<file path="src/rtl/lcd_pkg.sv">
// Shared definitions for the 2x16 HD44780-style LCD responder.
// Holds instruction opcodes, DDRAM geometry constants and the address
// helpers used by both the responder top and its DDRAM sub-module.
package lcd_pkg;

    // Instruction opcodes; the highest set bit of an instruction selects it.
    localparam logic [7:0] SET_DDRAM  = 8'h80;
    localparam logic [7:0] SET_CGRAM  = 8'h40;
    localparam logic [7:0] FUNC_SET   = 8'h20;
    localparam logic [7:0] CUR_SHIFT  = 8'h10;
    localparam logic [7:0] DISP_CTRL  = 8'h08;
    localparam logic [7:0] ENTRY_MODE = 8'h04;
    localparam logic [7:0] RET_HOME   = 8'h02;
    localparam logic [7:0] CLR_DISP   = 8'h01;

    localparam logic [7:0]  SPACE_CHAR  = 8'h20;
    localparam logic [6:0]  LINE1_BASE  = 7'h00;
    localparam logic [6:0]  LINE2_BASE  = 7'h40;
    localparam int unsigned LINE_LEN    = 16;
    localparam int unsigned DDRAM_DEPTH = 2 * LINE_LEN;

    localparam logic [6:0] LINE1_LAST = LINE1_BASE + 7'(LINE_LEN - 1);
    localparam logic [6:0] LINE2_LAST = LINE2_BASE + 7'(LINE_LEN - 1);

    typedef enum logic [3:0] {
        OP_NOP,
        OP_CLR,
        OP_HOME,
        OP_ENTRY,
        OP_DISP,
        OP_CURSOR,
        OP_FUNC,
        OP_CGRAM,
        OP_DDRAM
    } lcd_op_e;

    function automatic lcd_op_e decode_op(input logic [7:0] d);
        if      ((d & SET_DDRAM)  != '0) return OP_DDRAM;
        else if ((d & SET_CGRAM)  != '0) return OP_CGRAM;
        else if ((d & FUNC_SET)   != '0) return OP_FUNC;
        else if ((d & CUR_SHIFT)  != '0) return OP_CURSOR;
        else if ((d & DISP_CTRL)  != '0) return OP_DISP;
        else if ((d & ENTRY_MODE) != '0) return OP_ENTRY;
        else if ((d & RET_HOME)   != '0) return OP_HOME;
        else if ((d & CLR_DISP)   != '0) return OP_CLR;
        else                             return OP_NOP;
    endfunction

    function automatic logic addr_valid(input logic [6:0] a);
        return (a[5:4] == 2'b00);
    endfunction

    function automatic logic [4:0] addr_index(input logic [6:0] a);
        return {a[6], a[3:0]};
    endfunction

    // Cursor advance: the two lines form one 32-entry ring in either direction.
    function automatic logic [6:0] next_addr(input logic [6:0] a, input logic inc);
        if (inc) begin
            if (a == LINE1_LAST)      return LINE2_BASE;
            else if (a == LINE2_LAST) return LINE1_BASE;
            else                      return a + 7'd1;
        end else begin
            if (a == LINE2_BASE)      return LINE1_LAST;
            else if (a == LINE1_BASE) return LINE2_LAST;
            else                      return a - 7'd1;
        end
    endfunction

endpackage

</file>
<file path="src/rtl/lcd_ddram_2x16.sv">
// Shadow DDRAM for a 2x16 display: 32 x 8 flops, reset and clear to space.
// Ports:
//   clk, rst_n  clock and asynchronous active-low reset
//   clr_i       single-cycle clear of all entries to 0x20
//   we_i        write enable; waddr_i/wdata_i give the DDRAM address and data
//   raddr_i     DDRAM address to read; rdata_o is registered (0x20 if invalid)
module lcd_ddram_2x16
    import lcd_pkg::*;
(
    input  logic       clk,
    input  logic       rst_n,
    input  logic       clr_i,
    input  logic       we_i,
    input  logic [6:0] waddr_i,
    input  logic [7:0] wdata_i,
    input  logic [6:0] raddr_i,
    output logic [7:0] rdata_o
);

    logic [7:0] mem_q [DDRAM_DEPTH];
    logic [7:0] rdata_q;

    always_ff @(posedge clk or negedge rst_n) begin
        if (!rst_n) begin
            for (int unsigned i = 0; i < DDRAM_DEPTH; i++) mem_q[i] <= SPACE_CHAR;
        end else if (clr_i) begin
            for (int unsigned i = 0; i < DDRAM_DEPTH; i++) mem_q[i] <= SPACE_CHAR;
        end else if (we_i && addr_valid(waddr_i)) begin
            mem_q[addr_index(waddr_i)] <= wdata_i;
        end
    end

    // Reads the pre-edge array contents, so a same-cycle write returns old data.
    always_ff @(posedge clk or negedge rst_n) begin
        if (!rst_n) begin
            rdata_q <= SPACE_CHAR;
        end else begin
            rdata_q <= addr_valid(raddr_i) ? mem_q[addr_index(raddr_i)] : SPACE_CHAR;
        end
    end

    assign rdata_o = rdata_q;

endmodule

</file>
<file path="src/rtl/lcd2x16_responder.sv">
// Responder model of a write-only HD44780-style 2x16 LCD.
// Decodes EN falling-edge strobes into instruction/data writes, keeps a
// shadow DDRAM, display mode flags, a busy timer and sticky error flags.
// Ports:
//   clk, rst_n                      clock, asynchronous active-low reset
//   LCD_DATA, LCD_RW, LCD_EN, LCD_RS LCD bus inputs
//   rd_index / rd_char              registered DDRAM inspection port
//   wr_strobe / wr_addr             one-cycle pulse per stored character
//   busy, disp_on, two_line         model status
//   addr_err, busy_err, rw_err      sticky error flags
module lcd2x16_responder
    import lcd_pkg::*;
#(
    parameter int unsigned BUSY_CYCLES = 40,
    parameter int unsigned CLR_CYCLES  = 1600
) (
    input  logic       clk,
    input  logic       rst_n,
    input  logic [7:0] LCD_DATA,
    input  logic       LCD_RW,
    input  logic       LCD_EN,
    input  logic       LCD_RS,
    input  logic [6:0] rd_index,
    output logic [7:0] rd_char,
    output logic       wr_strobe,
    output logic [6:0] wr_addr,
    output logic       busy,
    output logic       disp_on,
    output logic       two_line,
    output logic       addr_err,
    output logic       busy_err,
    output logic       rw_err
);

    localparam int unsigned MAX_CYCLES = (CLR_CYCLES > BUSY_CYCLES) ? CLR_CYCLES : BUSY_CYCLES;
    localparam int unsigned CNT_W      = $clog2(MAX_CYCLES + 1);

    logic             en_q;
    logic [6:0]       addr_q, addr_d;
    logic             inc_q, inc_d;
    logic             disp_q, disp_d;
    logic             two_q, two_d;
    logic             aerr_q, aerr_d;
    logic             berr_q, berr_d;
    logic             rwerr_q, rwerr_d;
    logic [CNT_W-1:0] cnt_q, cnt_d;
    logic             wstb_q, wstb_d;
    logic [6:0]       waddr_q, waddr_d;

    logic strobe;
    logic mem_clr;
    logic mem_we;

    assign strobe = en_q & ~LCD_EN;
    assign busy   = (cnt_q != '0);

    always_comb begin
        addr_d  = addr_q;
        inc_d   = inc_q;
        disp_d  = disp_q;
        two_d   = two_q;
        aerr_d  = aerr_q;
        berr_d  = berr_q;
        rwerr_d = rwerr_q;
        cnt_d   = busy ? cnt_q - CNT_W'(1) : '0;
        wstb_d  = 1'b0;
        waddr_d = waddr_q;
        mem_clr = 1'b0;
        mem_we  = 1'b0;

        if (strobe) begin
            if (LCD_RW) begin
                rwerr_d = 1'b1;
            end else if (busy) begin
                berr_d = 1'b1;
            end else begin
                cnt_d = CNT_W'(BUSY_CYCLES);
                if (LCD_RS) begin
                    if (addr_valid(addr_q)) begin
                        mem_we  = 1'b1;
                        wstb_d  = 1'b1;
                        waddr_d = addr_q;
                        addr_d  = next_addr(addr_q, inc_q);
                    end else begin
                        aerr_d = 1'b1;
                    end
                end else begin
                    case (decode_op(LCD_DATA))
                        OP_DDRAM: begin
                            addr_d = LCD_DATA[6:0];
                            if (!addr_valid(LCD_DATA[6:0])) aerr_d = 1'b1;
                        end
                        OP_FUNC:  two_d  = LCD_DATA[3];
                        OP_DISP:  disp_d = LCD_DATA[2];
                        OP_ENTRY: inc_d  = LCD_DATA[1];
                        OP_HOME:  addr_d = LINE1_BASE;
                        OP_CLR: begin
                            mem_clr = 1'b1;
                            addr_d  = LINE1_BASE;
                            inc_d   = 1'b1;
                            cnt_d   = CNT_W'(CLR_CYCLES);
                        end
                        default: ;
                    endcase
                end
            end
        end
    end

    always_ff @(posedge clk or negedge rst_n) begin
        if (!rst_n) begin
            en_q    <= 1'b0;
            addr_q  <= LINE1_BASE;
            inc_q   <= 1'b1;
            disp_q  <= 1'b0;
            two_q   <= 1'b0;
            aerr_q  <= 1'b0;
            berr_q  <= 1'b0;
            rwerr_q <= 1'b0;
            cnt_q   <= '0;
            wstb_q  <= 1'b0;
            waddr_q <= '0;
        end else begin
            en_q    <= LCD_EN;
            addr_q  <= addr_d;
            inc_q   <= inc_d;
            disp_q  <= disp_d;
            two_q   <= two_d;
            aerr_q  <= aerr_d;
            berr_q  <= berr_d;
            rwerr_q <= rwerr_d;
            cnt_q   <= cnt_d;
            wstb_q  <= wstb_d;
            waddr_q <= waddr_d;
        end
    end

    lcd_ddram_2x16 u_ddram (
        .clk     (clk),
        .rst_n   (rst_n),
        .clr_i   (mem_clr),
        .we_i    (mem_we),
        .waddr_i (addr_q),
        .wdata_i (LCD_DATA),
        .raddr_i (rd_index),
        .rdata_o (rd_char)
    );

    assign wr_strobe = wstb_q;
    assign wr_addr   = waddr_q;
    assign disp_on   = disp_q;
    assign two_line  = two_q;
    assign addr_err  = aerr_q;
    assign busy_err  = berr_q;
    assign rw_err    = rwerr_q;

endmodule

</file>
<file path="config.mk">
export PLATFORM = sky130hd
export DESIGN_NAME = lcd2x16_responder
export DESIGN_NICKNAME = d
export VERILOG_FILES = /design/src/rtl/lcd_pkg.sv /design/src/rtl/lcd_ddram_2x16.sv /design/src/rtl/lcd2x16_responder.sv
export SDC_FILE = /design/constraint.sdc
export NUM_CORES = 1
export LEC_CHECK = 0
export ABC_AREA = 1
export BUFFER_PORTS_ARGS = -buffer_cell sky130_fd_sc_hd__buf_2
export CORE_ASPECT_RATIO = 1.5
export CORE_MARGIN = 1
export CORE_UTILIZATION = 60
export DETAILED_ROUTE_END_ITERATION = 16
export GPL_ROUTABILITY_DRIVEN = 0
export GPL_TIMING_DRIVEN = 0
export PLACE_DENSITY = 0.77
export SYNTH_ARGS = -nofsm -noshare
export SYNTH_HDL_FRONTEND = slang
export SYNTH_SLANG_ARGS = --single-unit
</file>
<file path="constraint.sdc">
create_clock -name clk -period 4 [get_ports clk]
set_input_delay 0 -clock clk [delete_from_list [all_inputs] [get_ports clk]]
set_output_delay 0 -clock clk [all_outputs]
set_load 0.005 [all_outputs]
</file>
==> results_dict.tcl <==
set metrics [dict create \
    setup_violations 0 \
    cts_max_level 1 \
    grt_pass1_wl_mm 76.7 \
    path_clk_slew_ps 70 \
    cp.required_ps 4460 \
    yosysSeqAreaShare_pct 51.1 \
    grt_pass1_vias 13800 \
    die-area_um2 25000 \
    maxCapViolations 0 \
    vias 14100 \
    gr-total-overflow 0 \
    die_h_um 193 \
    ios 42 \
    totalWireLength_mm 49.9 \
    grt_antenna_before_repair 0 \
    p_sw_share_pct 24.8 \
    synth-seq-cells 297 \
    place_area_um2 15300 \
    root_buffer "clkbuf_16" \
    vias_per_cell 6.12 \
    final_nets 1982 \
    post-route-util_pct 69.2 \
    path_max_fanout 10 \
    placementRows 69 \
    worst-setup-path-type "flop to flop" \
    worst_slew_pin_slew_ps 1210 \
    rsz0062_at_grt "no" \
    portBuffers 39 \
    p_leak_nw 7.56 \
    holdCritPathClass "input pin to asynchronous set/reset pin" \
    ys_types 36 \
    clock_latency_ps 560 \
    synthCells 1865 \
    hold_slack_ps -0.846 \
    drive_gt1_share_pct 11.8 \
    violations "hold timing" \
    synthMuxAreaShare_pct 0 \
    synth.avg_cell_area_um2 7.85 \
    comb_power_share_pct 7.5 \
    min_period_over_period_pct 75.9 \
    synthAdderAreaFrac_pct 0.427 \
    crit_path_start_kind "flop" \
    yosysWarnings 0 \
    routedWlPerCell_um 21.7 \
    drt_iter0_markers 1913 \
    drc 0 \
    crit_arrival_ps 3500 \
    fmaxAchievable_mhz 330 \
    finalSetupTns_ps 0 \
    peakVddDrop_mv 0.444 \
    clkPwrFrac_pct 44.8 \
    slew_violations 0 \
    postCtsSetupRepairBufs 0 \
    synth_area_um2 14600 \
    cts-buffers-inserted 29 \
    grt_max_degree 127 \
    clock-sinks 297 \
    power_switching_mw 1.57 \
    hold_viol 3 \
    syn_to_final_growth_pct 12.6 \
    tritoncts "done" \
    synth_top_family_by_area "simple AND/OR/NAND/NOR gates" \
    ant_nets 0 \
    stdcell_area_um2 16500 \
    dp_hpwl_mm 34.1 \
    gr-usage-all-layers_pct 41.0 \
    die_w_um 130 \
    core_um2 23800 \
    diodes 0 \
    firstDrtPassIters 8 \
    p_per_area_nw_per_um2 383 \
    synth-simple-area-share_pct 26.6 \
    synth-xor-area-share_pct 0.239 \
    p_int_mw 4.75 \
    status "complete, but fails checks" \
    seq_power_share_pct 47.7 \
    cp-end-kind "flop" \
    synth_compound_area_share_pct 15.8 \
    synth_nets 1890 \
    fin_crit_ps 3030 \
    clockBufferDepth 3 \
    fin_worst_skew_ps 14.3 \
    slew_headroom_pct 19.2 \
    start_util_pct 61.4 \
]
## metal layers
metal | vias up | track usage [%] | share of wire [%]
met5 | - | 0 | 0
met2 | 897 | 65.0 | 46
met4 | 0 | 32.0 | 9.5
li1 | 6274 | - | -
met3 | 303 | 8.27 | 10
met1 | 6599 | 48.4 | 34
## worst max-delay path, stage by stage, from the launching register on
cell	delay [ps]
dfrtp_1	450
inv_1	130
ha_1	140
buf_1	530
buf_1	960
nand3_1	420
o21ai_0	300
## worst paths after layout
kind                                                   to  depth (start not counted)  slack [ps]                  start
max                        u_ddram.mem_q[214]$_DFFE_PN0P_                          6         970  addr_q[1]$_DFFE_PN0P_
min                        u_ddram.mem_q[106]$_DFFE_PN0P_                          2        -0.8                  rst_n
max reg2reg                u_ddram.mem_q[214]$_DFFE_PN0P_                          6         970  addr_q[1]$_DFFE_PN0P_
min reg2reg                            cnt_q[0]$_DFF_PN0_                          1         430     cnt_q[0]$_DFF_PN0_
max in group asynchronous   u_ddram.mem_q[29]$_DFFE_PN1P_                          4        2520                  rst_n
min in group clk             u_ddram.rdata_o[6]$_DFF_PN0_                          7          80            rd_index[2]
## final cells by class
class	instances	area, µm²
flip-flops and latches	297	7470
fillers	2037	7340
multi-input cells	1357	6300
clock buffers	52	972
repair buffers	61	460
plain buffers	97	430
inverters	114	428
well taps	319	399
clock inverters	2	13.8
## cell usage after synthesis
cell type,count,area share [%]
buf_1,4,0.10
dfrtp_1,263,45
buf_2,17,0.58
clkinv_1,1,0.026
or2_2,1,0.043
nor3_1,3,0.10
nor2_4,2,0.15
nand4_2,1,0.085
nor2_2,44,1.9
inv_1,108,2.8
nor2_8,1,0.14
o31ai_1,14,0.72
inv_2,5,0.13
nand4_1,4,0.17
o21a_1,2,0.10
a21oi_1,55,1.9
nand3_1,101,3.5
nand2_2,3,0.13
xnor2_1,4,0.24
dfstp_2,34,6.1
nand3_2,28,1.9
o221ai_1,5,0.30
o21bai_1,1,0.051
nor3_2,2,0.14
o21ai_0,268,9.2
nand2_1,546,14
nor2_1,171,4.4
o211ai_1,6,0.31
o21ai_1,69,2.4
buf_6,6,0.46
clkbuf_1,70,1.8
o22ai_1,18,0.77
a22oi_1,1,0.051
a21o_1,1,0.051
ha_1,5,0.43
a31o_2,1,0.060
## sequential cells by signal, indices dropped and copies added (netlist names)
register         flops
addr_err             1
addr_q               7
busy_err             1
cnt_q               11
disp_on              1
en_q                 1
inc_q                1
rw_err               1
two_line             1
u_ddram.mem_q      256
u_ddram.rdata_o      8
wr_addr              7
wr_strobe            1
## cells by family (layout without fill, tap and decap cells)
family                     after synthesis  count (layout)
AOI/OAI and AO/OA                      441             441
xor gates and xnor gates                 4               4
adders and majority gates                5               5
buffers and inverters                  211             326
DFF                                    297             297
and+or+nand+nor                        907             907
## power groups by stage
| stage | registers, mW | clock network [mW] | logic (mW) |
|---|---|---|---|
| finish | 3.01 | 2.82 | 0.476 |
| global route | 3.01 | 2.93 | 0.501 |
| CTS | 3.01 | 2.81 | 0.447 |
| detailed placement | 3.07 | 0 | 0.431 |
| global placement | 3.07 | 0 | 0.421 |
| floorplan | 3.07 | 0 | 0.203 |
## cells in the final DEF (no fill, tap or decap), types with 34 or more instances in the layout
master / count
buf_2: 55
nand3_1: 101
nor2_2: 44
o21ai_1: 69
dfstp_2: 34
clkbuf_1: 77
inv_1: 108
nor2_1: 171
o21ai_0: 268
a21oi_1: 55
nand2_1: 546
dfrtp_1: 263
## timing repair
action	4_1_cts	5_1_grt
setup endpoints to repair	0	0
hold buffers	20	0
resized for setup	0	0
endpoints found under the hold margin	112	0
## per-stage QoR
step / instances / power, mW / setup slack, ps
CTS: 2299 / 6.27 / 1190
finish: 2299 / 6.31 / 965
global route: 2299 / 6.44 / 909
global placement: 2223 / 3.49 / -2510
detailed placement: 2225 / 3.50 / 1220
floorplan: 1865 / 3.27 / 2130
Note: power is estimated with default switching activity, not from simulation.
